==> config.mk <==
export PLATFORM = sky130hd
export DESIGN_NAME = ps2_scancode_fifo
export DESIGN_NICKNAME = d
export VERILOG_FILES = /design/src/rtl/ps2_scancode_fifo.sv
export SDC_FILE = /design/constraint.sdc
export NUM_CORES = 1
export LEC_CHECK = 0
export BUFFER_PORTS_ARGS = -buffer_cell sky130_fd_sc_hd__clkbuf_2
export CELL_PAD_IN_SITES_DETAIL_PLACEMENT = 1
export CELL_PAD_IN_SITES_GLOBAL_PLACEMENT = 1
export CORE_MARGIN = 1.5
export CORE_UTILIZATION = 45
export CTS_CLUSTER_DIAMETER = 80
export DETAILED_ROUTE_END_ITERATION = 10
export PLACE_DENSITY = 0.79
export SLEW_MARGIN = 15
export SYNTH_ARGS = -nofsm -noshare
export SYNTH_HDL_FRONTEND = slang
export SYNTH_SLANG_ARGS = --single-unit
==> constraint.sdc <==
create_clock -name clk -period 9.1 [get_ports clk]
set_input_delay 0.455 -clock clk [delete_from_list [all_inputs] [get_ports clk]]
set_output_delay 0.455 -clock clk [all_outputs]
set_load 0.05 [all_outputs]
==> src/rtl/ps2_scancode_fifo.sv <==
// ps2_scancode_fifo: PS/2 frame receiver with E0/F0 folding into a FWFT event FIFO.
// Define PS2_SCANCODE_FIFO_FILTER_EN to add an 8-sample glitch filter on ps2_clk.
module ps2_scancode_fifo #(
  parameter int FIFO_DEPTH     = 8,
  parameter int TIMEOUT_CYCLES = 5000
) (
  input  logic                        clk,
  input  logic                        reset,
  input  logic                        ps2_clk,
  input  logic                        ps2_dat,
  input  logic                        rd_en,
  input  logic                        clear_err,
  output logic [15:0]                 rd_data,
  output logic                        empty,
  output logic                        full,
  output logic [$clog2(FIFO_DEPTH):0] count,
  output logic                        overflow,
  output logic                        frame_err
);
  localparam int AW = $clog2(FIFO_DEPTH);
  localparam int CW = AW + 1;
  localparam int TW = $clog2(TIMEOUT_CYCLES + 1);
  typedef enum logic [1:0] {IDLE, DATA, PARITY, STOP} state_t;
  state_t state, state_nx;
  logic [1:0] c_q, d_q;
  logic fall, dat;
  logic [7:0] shreg;
  logic [2:0] bit_cnt;
  logic par, tmo, stop_edge, good, frame_bad, push_req, push, pop, ovf_set;
  logic ext_pend, brk_pend;
  logic [TW-1:0] tmo_cnt;
  logic [9:0] mem [FIFO_DEPTH];
  logic [AW-1:0] wr_ptr, rd_ptr;
  always_ff @(posedge clk) begin
    c_q <= reset ? 2'b11 : {c_q[0], ps2_clk};
    d_q <= reset ? 2'b11 : {d_q[0], ps2_dat};
  end
  assign dat = d_q[1];
`ifdef PS2_SCANCODE_FIFO_FILTER_EN
  // Level only follows the synchronised clock after 8 agreeing samples.
  logic [2:0] flt_cnt;
  logic flt, flt_d;
  always_ff @(posedge clk) begin
    if (reset) begin
      flt     <= 1'b1;
      flt_d   <= 1'b1;
      flt_cnt <= '0;
    end else begin
      flt_d   <= flt;
      flt     <= (c_q[1] != flt && flt_cnt == 3'd7) ? c_q[1] : flt;
      flt_cnt <= (c_q[1] == flt || flt_cnt == 3'd7) ? 3'd0 : flt_cnt + 3'd1;
    end
  end
  assign fall = flt_d & ~flt;
`else
  logic c_d;
  always_ff @(posedge clk) c_d <= reset ? 1'b1 : c_q[1];
  assign fall = c_d & ~c_q[1];
`endif
  assign tmo = (state != IDLE) && (tmo_cnt >= TW'(TIMEOUT_CYCLES));
  always_ff @(posedge clk) state <= reset ? IDLE : state_nx;
  always_comb begin
    state_nx = state;
    if (tmo)
      state_nx = IDLE;
    else if (fall)
      case (state)
        IDLE:    state_nx = dat ? IDLE : DATA;
        DATA:    state_nx = (bit_cnt == 3'd7) ? PARITY : DATA;
        PARITY:  state_nx = STOP;
        default: state_nx = IDLE;
      endcase
  end
  always_comb begin
    stop_edge = fall && state == STOP && !tmo;
    good      = stop_edge && dat && ^{par, shreg};
    frame_bad = tmo || (fall && state == IDLE && dat) || (stop_edge && !good);
    push_req  = good && shreg != 8'hE0 && shreg != 8'hF0;
  end
  always_ff @(posedge clk) begin
    if (reset) begin
      shreg   <= '0;
      bit_cnt <= '0;
      par     <= 1'b0;
      tmo_cnt <= '0;
    end else begin
      tmo_cnt <= (fall || state == IDLE) ? '0 : tmo ? tmo_cnt : tmo_cnt + TW'(1);
      bit_cnt <= (state == IDLE) ? 3'd0 : (fall && state == DATA) ? bit_cnt + 3'd1 : bit_cnt;
      shreg   <= (fall && state == DATA) ? {dat, shreg[7:1]} : shreg;
      par     <= (fall && state == PARITY) ? dat : par;
    end
  end
  always_ff @(posedge clk) begin
    if (reset) begin
      ext_pend <= 1'b0;
      brk_pend <= 1'b0;
    end else begin
      ext_pend <= (frame_bad || push_req) ? 1'b0 : (good && shreg == 8'hE0) ? 1'b1 : ext_pend;
      brk_pend <= (frame_bad || push_req) ? 1'b0 : (good && shreg == 8'hF0) ? 1'b1 : brk_pend;
    end
  end
  assign empty   = count == '0;
  assign full    = count == CW'(FIFO_DEPTH);
  assign pop     = rd_en && !empty;
  assign push    = push_req && (!full || pop);
  assign ovf_set = push_req && full && !pop;
  assign rd_data = empty ? 16'h0000 : {1'b1, 5'b0, mem[rd_ptr]};
  always_ff @(posedge clk) if (push) mem[wr_ptr] <= {ext_pend, brk_pend, shreg};
  always_ff @(posedge clk) begin
    if (reset) begin
      wr_ptr    <= '0;
      rd_ptr    <= '0;
      count     <= '0;
      overflow  <= 1'b0;
      frame_err <= 1'b0;
    end else begin
      wr_ptr    <= push ? wr_ptr + AW'(1) : wr_ptr;
      rd_ptr    <= pop ? rd_ptr + AW'(1) : rd_ptr;
      count     <= count + CW'(push) - CW'(pop);
      overflow  <= ovf_set | (overflow & ~clear_err);
      frame_err <= frame_bad | (frame_err & ~clear_err);
    end
  end
endmodule

# After elaboration in Yosys (flattened, before gate mapping)
# Memory sizes are Yosys's and may differ from the RTL's. A register that Yosys moved wholly into a read port is not among the register bits.
# Index checks and enable logic that the tools add are counted.
[totals]
inputBits = 6
memories = 1
regBits = 46
out_inout_bits = 24
ramBits = 80
[op_classes]
muxes = 8
n_addsub = 6
bitwise_logic = 7
magnitude_cmp = 1
eq_ne = 9
n_reduce_logical = 36
[mem_list]
columns = ["memory", "depth", "width", "read_ports", "rd_ports_with_merged_regs", "wr", "line", "text"]
rows = [
  ["mem", 8, 10, 1, 1, 1, "32", "logic [9:0] mem [FIFO_DEPTH];"],
]
[op_table]
columns = ["operator", "n"]
rows = [
  ["$logic_and 1x1->1", 18],
  ["$eq 8x8->1 const B", 2],
  ["$mux 16", 1],
  ["$ne 8x8->1 const B", 2],
  ["$add 13x1->13 const B", 1],
  ["$ge 13x13->1 const B", 1],
  ["$add 3x1->3 const B", 3],
  ["$reduce_xor 9->1", 1],
  ["$reduce_or 2->1", 4],
  ["$mux 3", 2],
  ["$pmux 2 s3", 1],
  ["$logic_not 1->1", 5],
  ["$logic_or 1x1->1", 5],
  ["$add 4x1->4", 1],
  ["$eq 2x2->1 const B", 2],
  ["$eq 4x4->1 const B", 1],
  ["$logic_not 4->1", 1],
  ["$sub 4x1->4", 1],
  ["$and 1x1->1", 3],
  ["$eq 3x3->1 const B", 1],
  ["$mux 1", 3],
  ["$eq 2x1->1 const B", 1],
  ["$logic_not 2->1", 1],
  ["$mux 2", 1],
  ["other kinds (3)", 5],
]

# Logic depth before layout (Yosys ltp)
# Gate-level depths: netlist of run 1.
[logic_depth]
depth_word = 11
mapped_depth = 13
mapped_depth_nobuf = 13

# Worst setup path after synthesis of run 1
# OpenSTA, ideal clock, no wires.
[synth_path]
path_kind = "flip-flop to flip-flop"
from = "register shreg[0]"
to = "memory mem[0][0] (enable)"
path_stages_with_launch = 8
period_less_slack_ps = 3210
arrival_time_ps = 2807
path_slack_ps = 5890
path_buffers = 0
cell_sequence = "dfxtp_1 -> inv_1 -> ha_1 -> xnor3_1 -> xnor2_1 -> a211oi_4 -> nand3_4 -> nor4_1"
[synth_between]
elab_chain_len = 7
[synth_rtl]
columns = ["item", "line", "text"]
rows = [
  ["start: declaration", "27", "logic [7:0] shreg;"],
  ["start signal: assignment", "89", "shreg <= (fall && state == DATA) ? {dat, shreg[7:1]} : shreg;"],
  ["$reduce_xor 9->1", "76", "good = stop_edge && dat && ^{par, shreg};"],
  ["$logic_and 1x1->1", "76", ""],
  ["$logic_and 1x1->1", "78", "push_req = good && shreg != 8'hE0 && shreg != 8'hF0;"],
  ["$logic_and 1x1->1 (*)", "78", ""],
  ["$logic_and 1x1->1 (*)", "105", "assign push = push_req && (!full || pop);"],
  ["$mux 1 (*)", "108", "always_ff @(posedge clk) if (push) mem[wr_ptr] <= {ext_pend, brk_pend, shreg};"],
  ["$mux 1 (implied by the code) (*)", "108", ""],
  ["end: declaration", "32", ""],
]
# Every way passes the cells marked *; elsewhere a longest branch is shown, timed or not.

# Worst setup path in the final report of run 1
[layout_path]
from = "register shreg[0]"
to = "register count[2]"
[layout_between]
elab_chain_len = 7
[layout_rtl]
columns = ["item", "line", "text"]
rows = [
  ["$reduce_xor 9->1", "76", ""],
  ["$logic_and 1x1->1", "76", ""],
  ["$logic_and 1x1->1", "78", ""],
  ["$logic_and 1x1->1 (*)", "78", ""],
  ["$logic_and 1x1->1 (*)", "105", ""],
  ["$add 4x1->4 (*)", "119", "count <= count + CW'(push) - CW'(pop);"],
  ["$sub 4x1->4 (*)", "119", ""],
  ["end signal: assignment", "119", ""],
  ["end: declaration", "16", "output logic [$clog2(FIFO_DEPTH):0] count,"],
]
# Marks and branches as above.
# A chain may end at the register's enable or synchronous reset.

==> impl_metrics.json, run 1 <==
{
  "status": "completed",
  "critPathCaptureType": "flop",
  "p_switching_uw": 564.8,
  "worst_path_most_repeated_cell": "ha_1",
  "yosysUniqueCellTypes": 44,
  "synth_mux_area_frac": 0.1119,
  "placed_cells": 561,
  "skew_ns": 0.009495,
  "syn_avg_cell_area_um2": 13.42,
  "grt_pass1_vias": 3438,
  "maxSlewViolCount": 0,
  "syn-instance-count": 404,
  "syn_to_final_growth_pct": 16.39,
  "p_int_uw": 1219,
  "antenna_found_initial": 0,
  "pwr-share-comb": 0.244,
  "max-vdd-ir-drop_uv": 157.6,
  "antenna_left": 0,
  "grt_max_degree": 38,
  "drt_first_pass_iters": 5,
  "dp_hpwl_um": 7081,
  "critPathKind": "reg -> reg",
  "ys_seq_elements": 129,
  "synthXorXnorAreaFrac": 0.03162,
  "power.density_nw_per_um2": 282.7,
  "synth_edf_count": 80,
  "initial_core_util": 0.4688,
  "final_hold_viol_count": 0,
  "critPathTopFamily": "adder cells",
  "cp-start-kind": "flop",
  "gr-total-overflow": 0,
  "final_layout_size_suffix_gt1_frac": 0.2067,
  "vias": 3182,
  "slew_headroom": 0.3263,
  "wl_um": 10870,
  "cp_num_buf_inv": 2,
  "hp-class": "in -> reg",
  "row_count": 39,
  "cts_resized": 0,
  "synth_area_leaders": "edfxtp_1, dfxtp_1, mux4_2",
  "cts_setup_buffers": 0,
  "first_iter_violations": 125,
  "numPortBuffers": 24,
  "netlist_area_um2": 5421,
  "chipHeight_um": 112.8,
  "route.detailed.drc": 0,
  "synth_top_family_by_area": "multiplexers",
  "setup_tns_ns": 0,
  "path_cells": "inv_1 -> ha_1 -> xnor3_1 -> xnor2_1 -> a211oi_4 -> nand3_4 -> ha_1 -> inv_1 -> ha_1 -> fa_1 -> xnor2_1 -> nor2_1",
  "power_frac_clock": 0.390,
  "finalWeightedCongestion": 0.7422,
  "synth_compound_area_frac": 0.04916,
  "cts_tree": "built",
  "synthSimpleGateAreaFrac": 0.1075,
  "critPathArrivalTime_ns": 3.63,
  "cts_sinks": 129,
  "cts.htree.levels": 4,
  "synthArstFlopShare": 0,
  "slowest_delay_ns": 0.51,
  "p_leak_uw": 0.002208,
  "numCtsBuffers": 17,
  "crit_required_ns": 9.37,
  "critPathMaxFanout": 10,
  "yosys.area.top_type": "edfxtp_1",
  "synthAdderAreaFrac": 0.04293,
  "stdcell_count": 593,
  "crit_slowest_cell": "dfxtp_1",
  "cts_max_path_buffers": 2,
  "ys_seq_area_frac": 0.6240,
  "yosys_warnings": 0,
  "fmax_ghz": 0.2982,
  "root_buffer": "clkbuf_16",
  "grt_pass1_wl_um": 17910,
  "min_period_ns": 3.353,
  "holdBufCountCts": 0,
  "synth_top_area_frac": 0.4431,
  "die_w_um": 112.8,
  "maxCapViolCount": 0,
  "switching_share": 0.3166,
  "insertion_delay_ns": 0.42,
  "grtUsageTotal": 0.1929,
  "tightest_slew_ns": 1.009,
  "period_share": 0.3685,
  "path_clk_slew_ns": 0.05,
  "die_area_um2": 12710,
  "io_pins": 30,
  "seq_power_share": 0.365,
  "via_per_inst": 5.366,
  "setup_viol": 0,
  "core_region_area_um2": 11560,
  "fin_nets": 461,
  "grt_setup_unrepaired": "false",
  "wl_per_cell_um": 18.33,
  "ys_dominant_reg_cell": "edfxtp_1",
  "antenna_cells": 0,
  "p_total_uw": 1784
}
[cell usage after synthesis, types with 3 or more instances]
cell       n
inv_1     20
buf_4      5
mux4_2    20
nand3_1    6
nor2_1    49
dfxtp_1   49
o21ai_0    3
ha_1      17
nand2_1   27
xnor2_1   15
nor3_1     8
nand2b_1   5
mux2i_1   13
nor2b_1    6
a21o_1     3
a21oi_1   21
clkbuf_1  14
edfxtp_1  80
or2_2      6
a211oi_1   7
[cell families after synthesis]
family	after synthesis
flops	129
simple gates	123
buf+inv	41
compound gates	39
mux	35
fa+ha+maj	18
xor+xnor	18
other cells	1
[through the flow]
| stage | worst slack, ns | hold slack [ns] | instance area (um2) | utilization |
|---|---|---|---|---|
| 2_1_floorplan | 5.890 | 0.3895 | 5436 | - |
| 3_3_place_gp | 5.823 | 0.3946 | 5695 | 0.4925 |
| 3_5_place_dp | 5.739 | 0.4039 | 5695 | 0.4925 |
| 4_1_cts | 5.729 | 0.1954 | 6310 | 0.5456 |
| 5_1_grt | 5.420 | 0.2156 | 6310 | 0.5456 |
| 6_report | 5.747 | 0.2173 | 6310 | 0.5456 |
[layout by cell type, fill, tap and decap left out, types with 3 or more instances in the layout]
cell type   netlist  final
nand2_1          27     27
a21oi_1          21     21
nor3_1            8      8
dfxtp_1          49     49
a211oi_1          7      7
nor2b_1           6      6
mux2i_1          13     13
nand2b_1          5      5
buf_4             5      7
edfxtp_1         80     80
clkbuf_16         0     17
nand3_1           6      6
xnor2_1          15     15
clkbuf_2          0     24
or2_2             6      6
nor2_1           49     49
bufinv_16         0      3
mux4_2           20     20
clkinvlp_4        0      3
conb_1            1      5
a21o_1            3      3
o21ai_0           3      3
ha_1             17     17
inv_1            20     20
[path summary, 6_finish.rpt]
kind,slack (ns),cells past startpoint,from,end
worst max register to register,5.75,12,shreg[0]$_SDFFE_PP0P_,count[2]$_SDFF_PP0_
worst max-delay path,5.75,12,shreg[0]$_SDFFE_PP0P_,count[2]$_SDFF_PP0_
worst min register to register,0.41,1,c_q[0]$_SDFF_PP1_,c_q[1]$_SDFF_PP1_
worst min-delay path,0.22,2,ps2_dat,d_q[0]$_SDFF_PP1_
[cell type report]
cell class | instances | area [um2]
Sequential cell | 129 | 3383
Inverter | 20 | 75.07
Timing Repair Buffer | 31 | 172.7
Fill cell | 1153 | 5255
Multi-Input combinational cell | 238 | 1886
Tap cell | 143 | 178.9
Clock buffer | 20 | 456.7
Clock inverter | 12 | 157.7
[flip-flops by register name, summed over array words and instances, names as in the netlist, 3 cells and up, named ones only]
signal	cells
mem	80
wr_ptr	3
bit_cnt	3
rd_ptr	3
tmo_cnt	13
count	4
shreg	8
[power groups by stage]
stage	Clock, uW	Combinational (uW)	Sequential, uW
2_1_floorplan	0	337	680
3_3_place_gp	0	435	663
3_5_place_dp	0	443	665
4_1_cts	710	444	653
5_1_grt	730	475	655
6_report	696	436	652
[routing by layer]
layer | GRT usage | vias to the layer above | routed length, um
met5 | 0 | - | 0
met4 | 0.07595 | 0 | 135
met3 | 0.05570 | 12 | 356
met2 | 0.3366 | 55 | 5638
met1 | 0.2256 | 1604 | 4740
li1 | - | 1511 | -
No activity file was read; power rests on OpenSTA's default activity.
==> run 2: changes to the inputs <==
clock period = 3.4 ns   (was 9.1 ns; I/O delays follow)
==> impl_metrics.json, run 2 (synthesis results as in run 1) <==
{
  "hold_depth": 4,
  "gr-total-overflow": 0,
  "crit_slowest_cell": "dfxtp_1",
  "grt_use_met3": 0.04017,
  "largest_register_ff_count": 80,
  "reg2reg_to": "count[2]$_SDFF_PP0_",
  "layout_commonest_cell": "edfxtp_1",
  "critPathKind": "reg -> reg",
  "max-vdd-ir-drop_uv": 375.2,
  "setup_viol": 0,
  "maxCapViolCount": 0,
  "die_w_um": 112.8,
  "dp_slack_ns": 0.1293,
  "finalWorstSetupSlack_ns": 0.2066,
  "hp-class": "in -> reg",
  "drt_first_pass_iters": 4,
  "critPathArrivalTime_ns": 3.46,
  "grt_max_degree": 38,
  "status": "completed",
  "maxSlewViolCount": 0,
  "fin_nets": 471,
  "grt.busiest_layer": "met2",
  "wl_per_cell_um": 18.73,
  "wl_um": 11300,
  "root_buffer": "clkbuf_16",
  "skew_ns": 0.006882,
  "grtUsageMet1": 0.2404,
  "crit_required_ns": 3.67,
  "numPortBuffers": 24,
  "min_period_ns": 3.193,
  "final_hold_viol_count": 0,
  "numCtsBuffers": 17,
  "critPathTopFamily": "adder cells",
  "r2r_setup_slack_ns": 0.21,
  "power.density_nw_per_um2": 727.1,
  "syn_to_final_growth_pct": 16.76,
  "vias": 3226,
  "cts_sinks": 129,
  "first_iter_violations": 198,
  "r2r_cells": 12,
  "finalWeightedCongestion": 0.7471,
  "critPathMaxFanout": 11,
  "chipHeight_um": 112.8,
  "grtUsageTotal": 0.1933,
  "slowest_delay_ns": 0.55,
  "grt_pass1_wl_um": 18200,
  "initial_core_util": 0.4688,
  "cp-start-kind": "flop",
  "cts.htree.levels": 4,
  "fmax_ghz": 0.3131,
  "crit_end": "count[2]$_SDFF_PP0_",
  "critPathCaptureType": "flop",
  "top_register": "mem",
  "crit_cells": 12,
  "dp_hpwl_um": 7468,
  "cp_num_buf_inv": 2,
  "route.detailed.drc": 0,
  "setup_tns_ns": 0,
  "core_region_area_um2": 11560,
  "tightest_slew_ns": 0.9801,
  "period_share": 0.9392,
  "worst_path_most_repeated_cell": "ha_1",
  "cts_setup_buffers": 0,
  "row_count": 39,
  "final_cell_mix": "edfxtp_1, nor2_1, dfxtp_1, nand2_1, clkbuf_2",
  "antenna_left": 0,
  "antenna_found_initial": 0,
  "slew_headroom": 0.3457,
  "p_leak_uw": 0.002227,
  "path_clk_slew_ns": 0.05,
  "insertion_delay_ns": 0.41,
  "cts_tree": "built",
  "top_regs": "mem: 80 flops, tmo_cnt: 13 flops, shreg: 8 flops",
  "crit_start": "shreg[2]$_SDFFE_PP0P_",
  "io_pins": 30,
  "use_met2": 0.3329,
  "timing.rr.start": "shreg[2]$_SDFFE_PP0P_",
  "grt_pass1_vias": 3365,
  "via_per_inst": 5.350,
  "path_cells": "inv_1 -> ha_1 -> xnor3_1 -> xnor2_1 -> a211oi_4 -> nand3_4 -> ha_1 -> inv_1 -> ha_1 -> fa_1 -> xnor2_1 -> nor2_1",
  "grt_setup_unrepaired": "false",
  "antenna_cells": 0,
  "die_area_um2": 12710,
  "cts_max_path_buffers": 2,
  "final_layout_size_suffix_gt1_frac": 0.2174
}
==> run 2: worst register-to-register path: cells and delay by family, from the launching register on <==
kind                     cells  cell delay, ns
adder cells (fa/ha/maj)      4            1.28
buffers and inverters        2            0.14
XOR/XNOR                     3            0.60
AO/OA/AOI/OAI                1            0.29
AND/OR/NAND/NOR              2            0.21
flip-flops                   1            0.55
==> run 2: per-stage QoR <==
stage          area (um2)  power (uW)  utilization  instances  hold slack (ns)
3_3_place_gp         5756        2942       0.4977        569           0.3524
6_report             6330        4602       0.5473        603          0.02889
2_1_floorplan        5436        2722            -        408           0.2738
3_5_place_dp         5756        2975       0.4977        569           0.3565
5_1_grt              6330        4797       0.5473        603          0.05574
4_1_cts              6327        4654       0.5471        603          0.01817
==> run 2: power by group <==
part           total, uW  switching [uW]  internal, uW  leakage (uW)
clock               1670             639          1040      0.000260
combinational       1180             795           386      0.000828
sequential          1750            57.9          1690       0.00114
==> run 2: what timing repair did <==
action                                  4_1_cts  5_1_grt
endpoints found under the setup margin        0        3
gates resized for setup                       0        2
hold buffers                                  2        0
hold endpoints to repair                      2        0
==> run 2: worst min-delay path by stage <==
stage | startpoint | endpoint | slack (ns)
2_1_floorplan | ps2_clk | c_q[0]$_SDFF_PP1_ | 0.27
3_3_place_gp | ps2_dat | d_q[0]$_SDFF_PP1_ | 0.35
3_5_place_dp | ps2_dat | d_q[0]$_SDFF_PP1_ | 0.36
4_1_cts | clear_err | overflow$_SDFF_PP0_ | 0.02
5_1_grt | clear_err | overflow$_SDFF_PP0_ | 0.06
6_report | clear_err | overflow$_SDFF_PP0_ | 0.03
==> run 2: final cells by class <==
class / count / area, um2
Fill cell: 1174 / 5235
Multi-Input combinational cell: 238 / 1886
Tap cell: 143 / 178.9
Sequential cell: 129 / 3386
Timing Repair Buffer: 41 / 252.7
Inverter: 20 / 75.07
Clock inverter: 10 / 87.58
Clock buffer: 22 / 464.2
==> run 2: routing by layer <==
layer | vias up | share of wire
li1 | 1525 | -
met2 | 49 | 0.52
met1 | 1638 | 0.44
met5 | - | 0
met3 | 14 | 0.030
met4 | 0 | 0.015
